[config.mk]
export PLATFORM = sky130hd
export DESIGN_NAME = uart_rx_flat
export DESIGN_NICKNAME = d
export VERILOG_FILES = /design/src/rtl/uart_rx_if.sv /design/src/rtl/uart_rx.sv /design/src/flat_wrapper.sv
export SDC_FILE = /design/constraint.sdc
export NUM_CORES = 1
export LEC_CHECK = 0
export BUFFER_PORTS_ARGS = -buffer_cell sky130_fd_sc_hd__clkbuf_2
export CORE_UTILIZATION = 36
export DETAILED_ROUTE_END_ITERATION = 10
export GPL_TIMING_DRIVEN = 0
export SYNTH_ARGS = -nofsm -noshare
export SYNTH_HDL_FRONTEND = slang
export SYNTH_SLANG_ARGS = --single-unit
[constraint.sdc]
create_clock -name clk -period 1.95 [get_ports clk]
set_input_delay 0.39 -clock clk [delete_from_list [all_inputs] [get_ports clk]]
set_output_delay 0.39 -clock clk [all_outputs]
set_load 0.03 [all_outputs]
[src/rtl/uart_rx_if.sv]
// Output bundle of uart_rx toward the seven-segment control stage.
// Handshake: uart_data is qualified by a one-cycle uart_data_valid pulse; there is no ready (the line cannot be stalled).
interface uart_rx_if;
   logic [7:0] uart_data;
   logic       uart_data_valid;
   logic       frame_error;
   logic       parity_error;
   logic [2:0] fsm_state;

   modport master (output uart_data, uart_data_valid, frame_error, parity_error, fsm_state);
   modport slave  (input  uart_data, uart_data_valid, frame_error, parity_error, fsm_state);
endinterface

[src/rtl/uart_rx.sv]
// 8N1 UART receiver, LSB first, mid-bit sampling off a free-running bit counter.
// Define UART_PARITY_EN to add a parity bit (PARITY_ODD selects odd parity).
module uart_rx #(
   parameter int CLK_FREQ  = 50_000_000,
   parameter int BAUD_RATE = 115200
`ifdef UART_PARITY_EN
   , parameter bit PARITY_ODD = 1'b0
`endif
) (
   input  logic      clk,
   input  logic      resetn,
   input  logic      rx,
   uart_rx_if.master bus
);
   localparam int CLKS_PER_BIT = CLK_FREQ / BAUD_RATE;
   localparam int CNT_W        = $clog2(CLKS_PER_BIT);
   localparam logic [CNT_W-1:0] HALF_CNT = CNT_W'((CLKS_PER_BIT - 1) / 2);
   localparam logic [CNT_W-1:0] LAST_CNT = CNT_W'(CLKS_PER_BIT - 1);

   typedef enum logic [2:0] {IDLE = 3'd0, START = 3'd1, DATA = 3'd2, PARITY = 3'd3, STOP = 3'd4} state_t;

   state_t           state, state_n;
   logic             rx_meta, rx_s;
   logic [CNT_W-1:0] bit_cnt, bit_cnt_n;
   logic [2:0]       bit_idx, bit_idx_n;
   logic [7:0]       shreg, shreg_n;
   logic             armed, armed_n;
   logic             valid_n, ferr_n;
   logic [7:0]       data_q;
   logic             valid_q, ferr_q;
`ifdef UART_PARITY_EN
   logic             par_bad, par_bad_n;
   logic             perr_n, perr_q;
`endif

   // armed drops after a frame error so a held-low break yields one error only.
   always_comb begin
      state_n   = state;
      bit_cnt_n = bit_cnt + 1'b1;
      bit_idx_n = bit_idx;
      shreg_n   = shreg;
      armed_n   = armed;
      valid_n   = 1'b0;
      ferr_n    = 1'b0;
`ifdef UART_PARITY_EN
      par_bad_n = par_bad;
      perr_n    = 1'b0;
`endif
      case (state)
         IDLE: begin
            bit_cnt_n = '0;
            if (rx_s) armed_n = 1'b1;
            else if (armed) state_n = START;
         end
         START: begin
            if (bit_cnt == HALF_CNT) begin
               bit_cnt_n = '0;
               bit_idx_n = '0;
               state_n   = rx_s ? IDLE : DATA;
            end
         end
         DATA: begin
            if (bit_cnt == LAST_CNT) begin
               bit_cnt_n = '0;
               shreg_n   = {rx_s, shreg[7:1]};
               bit_idx_n = bit_idx + 1'b1;
               if (bit_idx == 3'd7) begin
`ifdef UART_PARITY_EN
                  state_n = PARITY;
`else
                  state_n = STOP;
`endif
               end
            end
         end
`ifdef UART_PARITY_EN
         PARITY: begin
            if (bit_cnt == LAST_CNT) begin
               bit_cnt_n = '0;
               par_bad_n = (rx_s != (^shreg ^ PARITY_ODD));
               state_n   = STOP;
            end
         end
`endif
         STOP: begin
            if (bit_cnt == LAST_CNT) begin
               bit_cnt_n = '0;
               state_n   = IDLE;
               if (!rx_s) begin
                  ferr_n  = 1'b1;
                  armed_n = 1'b0;
               end
`ifdef UART_PARITY_EN
               else if (par_bad) perr_n = 1'b1;
`endif
               else valid_n = 1'b1;
            end
         end
         default: state_n = IDLE;
      endcase
   end

   always_ff @(posedge clk or negedge resetn) begin
      if (!resetn) begin
         rx_meta <= 1'b1;
         rx_s    <= 1'b1;
         state   <= IDLE;
         bit_cnt <= '0;
         bit_idx <= '0;
         shreg   <= '0;
         armed   <= 1'b1;
         data_q  <= '0;
         valid_q <= 1'b0;
         ferr_q  <= 1'b0;
`ifdef UART_PARITY_EN
         par_bad <= 1'b0;
         perr_q  <= 1'b0;
`endif
      end else begin
         rx_meta <= rx;
         rx_s    <= rx_meta;
         state   <= state_n;
         bit_cnt <= bit_cnt_n;
         bit_idx <= bit_idx_n;
         shreg   <= shreg_n;
         armed   <= armed_n;
         valid_q <= valid_n;
         ferr_q  <= ferr_n;
         if (valid_n) data_q <= shreg;
`ifdef UART_PARITY_EN
         par_bad <= par_bad_n;
         perr_q  <= perr_n;
`endif
      end
   end

   assign bus.uart_data       = data_q;
   assign bus.uart_data_valid = valid_q;
   assign bus.frame_error     = ferr_q;
   assign bus.fsm_state       = state;
`ifdef UART_PARITY_EN
   assign bus.parity_error    = perr_q;
`else
   assign bus.parity_error    = 1'b0;
`endif
endmodule
[src/flat_wrapper.sv]
// flat-port wrapper written by rule: the top's interface ports become plain ports
module uart_rx_flat 
#(
   parameter int CLK_FREQ  = 50_000_000,
   parameter int BAUD_RATE = 115200

)
  (clk, resetn, rx, bus_uart_data, bus_uart_data_valid, bus_frame_error, bus_parity_error, bus_fsm_state);
  uart_rx_if bus_i ();
  input  logic clk;
  input  logic resetn;
  input  logic rx;
  output wire logic [$bits(bus_i.uart_data)-1:0] bus_uart_data;
  output wire logic [$bits(bus_i.uart_data_valid)-1:0] bus_uart_data_valid;
  output wire logic [$bits(bus_i.frame_error)-1:0] bus_frame_error;
  output wire logic [$bits(bus_i.parity_error)-1:0] bus_parity_error;
  output wire logic [$bits(bus_i.fsm_state)-1:0] bus_fsm_state;
  assign bus_uart_data = bus_i.uart_data;
  assign bus_uart_data_valid = bus_i.uart_data_valid;
  assign bus_frame_error = bus_i.frame_error;
  assign bus_parity_error = bus_i.parity_error;
  assign bus_fsm_state = bus_i.fsm_state;
  uart_rx #(.CLK_FREQ(CLK_FREQ), .BAUD_RATE(BAUD_RATE)) u_core (.clk(clk), .resetn(resetn), .rx(rx), .bus(bus_i));
endmodule
**Yosys cells after proc, flatten, opt, wreduce, memory -nomap -nowiden**

Index checks and enable logic that the tools add are counted.
W data, S select, Z words.

- Bits in registers: 36
- Output and inout port bits: 14

- Add/sub/neg operators: 2
- Equal/unequal tests: 14
- Multiplexer cells: 24
- Reductions and logical operators: 8

Operator list:

| cell | number |
|---|---|
| $pmux W9 S3 | 1 |
| $mux W3 | 8 |
| $mux W9 | 2 |
| $ne A2 B1 Y1 const B | 6 |
| $pmux W3 S4 | 1 |
| $add A9 B1 Y9 const B | 1 |
| $eq A9 B8 Y1 const B | 1 |
| $eq A9 B9 Y1 const B | 1 |
| $mux W1 | 9 |
| $eq A3 B3 Y1 const B | 2 |
| $pmux W3 S2 | 1 |
| $reduce_and A6 Y1 | 1 |
| $ne A2 B2 Y1 const B | 2 |
| $reduce_and A4 Y1 | 1 |
| $reduce_bool A2 Y1 | 2 |
| $add A3 B1 Y3 const B | 1 |
| $eq A3 B1 Y1 const B | 1 |
| $eq A3 B2 Y1 const B | 1 |
| $logic_not A3 Y1 | 1 |
| $reduce_and A3 Y1 | 1 |
| $mux W2 | 1 |
| $pmux W1 S2 | 1 |
| $reduce_and A2 Y1 | 1 |
| $reduce_or A2 Y1 | 1 |

**Longest topological paths before layout**

Gate-level depths: netlist of run 1.

- Word-level depth: 4
- Depth in mapped cells: 6
- Depth with buffers taken out: 6

**Worst setup path before layout of run 1**

No wires, ideal clock.

- Path kind: register to register
- From: register u_core.bit_cnt[1]
- To: register u_core.shreg[1]
- Setup time: 0.125 ns
- Arrival: 1.500 ns
- Required time: 1.825 ns
- Slack: 0.325 ns
- Stages on the path, launching flop included: 7
- Path buffers: 1
- Path through: dfrtp_1 -> inv_1 -> ha_1 -> and4bb_2 -> and4_4 -> buf_6 -> mux2_2

- Word-level cells in the longest chain between the ends: 2

Ends and longest elaborated chain:

| what | RTL line | RTL |
|---|---|---|
| start, declared | uart_rx.sv:24 | `logic [CNT_W-1:0] bit_cnt, bit_cnt_n;` |
| start signal, assigned | uart_rx.sv:123 | `bit_cnt <= bit_cnt_n;` |
| $eq A9 B9 Y1 | uart_rx.sv:63 | `if (bit_cnt == LAST_CNT) begin` |
| $reduce_and A2 Y1 (no source line) | -- |  |
| end signal, assigned | uart_rx.sv:125 | `shreg <= shreg_n;` |
| end, declared | uart_rx.sv:26 | `logic [7:0] shreg, shreg_n;` |

Every way passes these cells.
A chain may end at the register's enable or synchronous reset.

**Final worst setup path of run 1**

- From: register u_core.bit_idx[0]
- To: register u_core.state[0] (netlist: u_core.bus.fsm_state[0])

- Word-level cells in the longest chain between the ends: 3

Ends and longest elaborated chain:

| what | RTL line | RTL |
|---|---|---|
| start, declared | uart_rx.sv:25 | `logic [2:0] bit_idx, bit_idx_n;` |
| start signal, assigned | uart_rx.sv:124 | `bit_idx <= bit_idx_n;` |
| $eq A3 B3 Y1 | uart_rx.sv:67 | `if (bit_idx == 3'd7) begin` |
| $ne A2 B1 Y1 (no source line) | -- |  |
| $reduce_and A6 Y1 (no source line) | -- |  |
| end signal, assigned | uart_rx.sv:122 | `state <= state_n;` |
| end, declared | uart_rx.sv:22 | `state_t state, state_n;` |

Every way passes these cells.

==> results of run 1 <==
through the flow:
stage,total power [uW],util,cells
finish,1661,0.4247,205
global route,1756,0.4247,205
CTS,1681,0.4247,205
detailed placement,1153,0.4046,197
global placement,1128,0.4046,197
floorplan,1077,-,130
area by class of cell:
| class | count | area (sq um) | share of cell area |
|---|---|---|---|
| flip-flops and latches | 36 | 904.6 | 0.4892 |
| clock buffers | 5 | 68.82 | 0.03721 |
| plain buffers | 6 | 40.04 | 0.02165 |
| multi-input cells | 82 | 654.4 | 0.3539 |
| repair buffers | 15 | 75.07 | 0.04060 |
| well taps | 52 | 65.06 | 0.03518 |
| clock inverters | 3 | 18.77 | 0.01015 |
| inverters | 6 | 22.52 | 0.01218 |
flip-flops by register name, indices dropped and copies added (netlist names):
name / cells
u_core.bus.frame_error: 1
u_core.armed: 1
u_core.rx_meta: 1
u_core.rx_s: 1
u_core.bit_idx: 3
u_core.bit_cnt: 9
u_core.shreg: 8
u_core.bus.uart_data_valid: 1
u_core.bus.fsm_state: 3
u_core.bus.uart_data: 8
cell families after synthesis:
family / count (synthesis) / synth area share
and+or+nand+nor: 38 / 0.1420
DFF: 36 / 0.5579
muxes: 17 / 0.1181
AOI/OAI and AO/OA: 13 / 0.05942
buffers and inverters: 12 / 0.03857
xor gates and xnor gates: 8 / 0.04321
adders and majority gates: 5 / 0.03858
other: 1 / 0.002313
cells in the final DEF (no fill, tap or decap), drive strengths merged:
master	instances
nand2	4
nor3	2
o22ai	1
a21oi	5
and4b	1
clkbuf	22
a31oi	1
nand4	2
nor3b	1
nand3	4
and4bb	1
nor2	16
o41ai	1
conb	1
dfrtp	33
nor2b	1
inv	6
a2111oi	2
a2bb2oi	1
clkinv	3
nor4	1
nand4b	2
and4	1
xor2	1
nand4bb	1
dfstp	3
xnor2	7
buf	4
mux2	17
a22o	2
and2	1
ha	5
power breakdown:
part	switching, uW	leakage (uW)	total (uW)	internal [uW]
clock network	272	0.0000479	520	249
registers	102	0.000474	926	824
logic	109	0.000376	216	106
critical path: cells and delay by family, from the launching register on:
family | cells | cell delay [ns]
adder cells (fa/ha/maj) | 2 | 0.41
AO/OA/AOI/OAI | 2 | 0.83
flip-flops | 1 | 0.39
cell usage after synthesis, drive strengths merged, types with 3 or more instances:
master  number
xnor2        7
dfstp        3
ha           5
buf          4
nand2        4
dfrtp       33
nor2        16
nand3        4
a21oi        5
mux2        17
inv          6
per-layer routing:
layer	global-route usage	wire length [um]	share of wire	up-vias
li1	-	-	-	496
met1	0.1614	1289	0.46	505
met2	0.2028	1324	0.47	19
met3	0.04971	105	0.038	6
met4	0.07029	70	0.025	0
met5	0	0	0	-
worst max path at each step:
stage	startpoint	endpoint	slack [ns]	cells after the start
final	u_core.bit_idx[0]	u_core.bus.fsm_state[0]	0.16	4
after global routing	u_core.bit_cnt[0]	u_core.bit_cnt[8]	0.02	6
after CTS	u_core.bit_cnt[0]	u_core.bit_cnt[8]	0.14	6
after detailed placement	u_core.bit_cnt[0]	u_core.bit_cnt[8]	0.17	6
after global placement	u_core.bit_cnt[1]	u_core.shreg[5]	0.23	6
after floorplan	u_core.bit_cnt[1]	u_core.shreg[1]	0.33	6
==> impl_metrics.ini, run 1 <==
[final_layout]
syn2layout_area_growth_pct = 14.04
antenna_cells = 0
layout-drive-gt1-share = 0.3529
fin_nets = 160
fin_area_sq_um = 1849
fill_cells = 406

[timing]
setup_viol = 0
period_share = 0.9199
fin_hold_ws_ns = 0.1812
worst_pin_slew_ns = 0.8706
fin_tns_setup_ns = 0
fin_ws_ns = 0.1563
finClkSkew_ns = 0.007498
slew-limit-headroom = 0.4196
finalMaxSlewViolations = 0
fmax_ghz = 0.5575
hold_viol = 0
rsz0062_at_grt = no
min_period_ns = 1.794

[clocking]
cts_resized = 0
cts_max_level = 2
cts.clk_slew.worst_paths_ns = 0.07
clock_latency_ns = 0.29
cts_tree = yes
clock_path_buffers = 2
cts_root_buffer = clkbuf_8
cts_buffers = 5
clkSinkCount = 36
postCtsHoldBufs = 0
post_cts_buffers = 0

[synthesis]
synth_edf_count = 0
ys_top_cells_by_area = dfrtp_1, mux2_2, dfstp_2
ys_seq_elements = 36
yosys_most_used_dff = dfrtp_1
synthArstFlopShare = 1.000
yosysUniqueCellTypes = 35
synth.net_count = 138
ys_seq_area_frac = 0.5579
yosysWarnings = 0
avgSynthCellArea_sq_um = 12.47
netlist_instances = 130
synth_area_sq_um = 1622
yosys.area.top_type_share = 0.5093
yosysTopAreaCell = dfrtp_1

[detailed_routing]
drt_iter0_drc = 39
drtPass1Iterations = 4
vias = 1026
drt-wirelength-per-cell_um = 13.60
ant_nets = 0
via_per_inst = 5.005
wirelength_mm = 2.789
drc_errors = 0

[global_routing]
antenna_found_initial = 0
grt_overflow = 0
first_global_vias = 1037
grt_pass1_wl_mm = 4.850
track_usage = 0.1323
grt_max_degree = 37

[floorplan]
row_count = 24
start_util = 0.3724
io_pins = 17
die_y_um = 69.12
core_sq_um = 4354
die_w_um = 69.12
dieArea_sq_um = 4777

[setup_path]
cp.required_ns = 2.08
startpoint_type = register
worst_r2r_endpoint = u_core.bus.fsm_state[0]
path_max_fanout = 2
end_kind = register
r2r_start = u_core.bit_idx[0]
crit_arrival_ns = 1.92
path_class = reg2reg
ff2ff_setup_slack_ns = 0.16
cpMaxStageDelayCell = a2111oi_0
worstPathCellList = ha_1 -> ha_1 -> a2111oi_0 -> a2111oi_0
reg2reg_depth = 4
cp_slowest_stage_delay_ns = 0.64

[placed_design]
dp_slack_ns = 0.1678
dpl.hpwl_mm = 1.940
postPlaceCellArea_sq_um = 1762
portBuffers = 15
place.gp.congestion = 0.8143

[worst_hold_path]
worstHoldStart = rx
holdPathStages = 1
min_path_type = in2reg
whs_endpoint = u_core.rx_meta

[run]
cap_violations = 0

[power_and_ir_drop]
powerDensity_nw_per_um2 = 898.4
ir_worst_vdd_uv = 367.8
p_leak_uw = 0.0008977

[outcome]
status = complete, no violations
(Power assumes the default switching activity.)
==> run 2: changes to the inputs <==
--- a/config.mk
+++ b/config.mk
@@ -9,6 +9,7 @@
 export CORE_UTILIZATION = 36
 export DETAILED_ROUTE_END_ITERATION = 10
 export GPL_TIMING_DRIVEN = 0
+export REMOVE_ABC_BUFFERS = 1
 export SYNTH_ARGS = -nofsm -noshare
 export SYNTH_HDL_FRONTEND = slang
 export SYNTH_SLANG_ARGS = --single-unit
==> run 2 against run 1 <==
Effect of this change: die area unchanged; clock power increased by 21%; sequential power down 0.5%.
==> impl_metrics.ini, run 2 (synthesized netlist as in run 1, its figures left out) <==
[timing]
finalMaxSlewViolations = 0
fmax_ghz = 0.5739
finClkSkew_ns = 0.006203
hold_viol = 0
period_share = 0.8935
min_period_ns = 1.742
fin_tns_setup_ns = 0
worst_pin_slew_ns = 0.8477
slew-limit-headroom = 0.4349
setup_viol = 0
fin_hold_ws_ns = 0.1896
rsz0062_at_grt = no

[worst_hold_path]
min_path_type = in2reg
worstHoldStart = rx

[global_routing]
track_usage = 0.1245
first_global_vias = 1014
antenna_found_initial = 0
grt_max_degree = 37
grt_pass1_wl_mm = 4.733
grt_overflow = 0

[clocking]
cts_tree = yes
cts_root_buffer = clkbuf_8
clock_path_buffers = 2
cts_buffers = 5
cts_max_level = 2
clock_latency_ns = 0.28
clkSinkCount = 36
cts.clk_slew.worst_paths_ns = 0.07
post_cts_buffers = 0
postCtsHoldBufs = 0
cts_resized = 0

[final_layout]
layout-drive-gt1-share = 0.3265
syn2layout_area_growth_pct = 12.81
fin_nets = 154
final_common_cell = dfrtp_1
antenna_cells = 0
regMostFlops = u_core.bit_cnt
layout_common_cells = dfrtp_1, mux2_2, nor2_1
largest_reg_flops = 9
fin_util = 0.4201

[setup_path]
startpoint_type = register
path_class = reg2reg
cpMaxStageDelayCell = dfrtp_1
cp.required_ns = 2.12
worstPathCellList = inv_1 -> ha_1 -> and4bb_2 -> and4_4 -> a31oi_1 -> mux2_2
cp_slowest_stage_delay_ns = 0.41
r2r_start = u_core.bit_cnt[1]
crit_start = u_core.bit_cnt[1]
crit_arrival_ns = 1.91
path_max_fanout = 12
end_kind = register

[floorplan]
dieArea_sq_um = 4777
start_util = 0.3724
core_sq_um = 4354
die_w_um = 69.12
row_count = 24
die_y_um = 69.12
io_pins = 17

[detailed_routing]
drtPass1Iterations = 4
vias = 1009
drt-wirelength-per-cell_um = 12.87
ant_nets = 0
wirelength_mm = 2.562
drt_iter0_drc = 56
drc_errors = 0
via_per_inst = 5.070

[power_and_ir_drop]
ir_worst_vdd_uv = 364.5
powerDensity_nw_per_um2 = 959.7
p_leak_uw = 0.0008769

[run]
cap_violations = 0

[placed_design]
place.gp.congestion = 0.7477
dpl.hpwl_mm = 1.811
portBuffers = 15

[outcome]
status = complete, no violations
run 2: cell types whose count changed in the layout (fill, tap and decap cells not counted), sizes merged:
cell	before	now
buf	4	0
clkinv	3	1
bufinv	0	1
clkbuf	22	21
run 2: per-stage QoR:
step	instances	setup slack (ns)	instance area, sq um	power (uW)
final	199	0.2077	1829	1756
after global routing	199	0.05004	1829	1860
after CTS	199	0.2018	1829	1783
after detailed placement	191	0.2148	1722	1145
after global placement	191	0.2200	1722	1129
after floorplan	124	0.3435	1582	1074
run 2: critical path: cells and delay by family (launching register included):
family,cells,cell delay [ns]
fa+ha+maj,1,0.14
compound gates,1,0.09
mux,1,0.29
flops,1,0.41
simple gates,2,0.60
buf+inv,1,0.09
run 2: where the power goes:
group	internal, uW	total [uW]	switching (uW)
Combinational	104	207	103
Sequential	824	921	96.7
Clock	379	628	249
Total	1310	1760	448
run 2: metal layers:
layer / vias to the layer above / share of wire / track usage
met5: - / 0 / 0
met4: 0 / 0.015 / 0.04762
met3: 4 / 0.033 / 0.04386
met2: 17 / 0.47 / 0.1877
met1: 507 / 0.48 / 0.1638
li1: 481 / - / -
run 2: final cells by class:
class,count,area (sq um)
Clock inverter,2,35.03
Tap cell,52,65.06
Fill cell,409,2525
Timing Repair Buffer,15,75.07
Clock buffer,6,72.57
Sequential cell,36,904.6
Multi-Input combinational cell,82,654.4
Inverter,6,22.52
run 2: final timing paths:
| path | to | slack [ns] | depth (start not counted) |
|---|---|---|---|
| worst max-delay path | u_core.bit_idx[0] | 0.21 | 6 |
| worst min register to register | u_core.rx_s | 0.36 | 0 |
| max in group asynchronous | u_core.bit_cnt[8] | 1.22 | 1 |
| worst min-delay path | u_core.rx_meta | 0.19 | 1 |
| min in group asynchronous | u_core.bus.uart_data[2] | 0.20 | 1 |
| worst max register to register | u_core.bit_idx[0] | 0.21 | 6 |
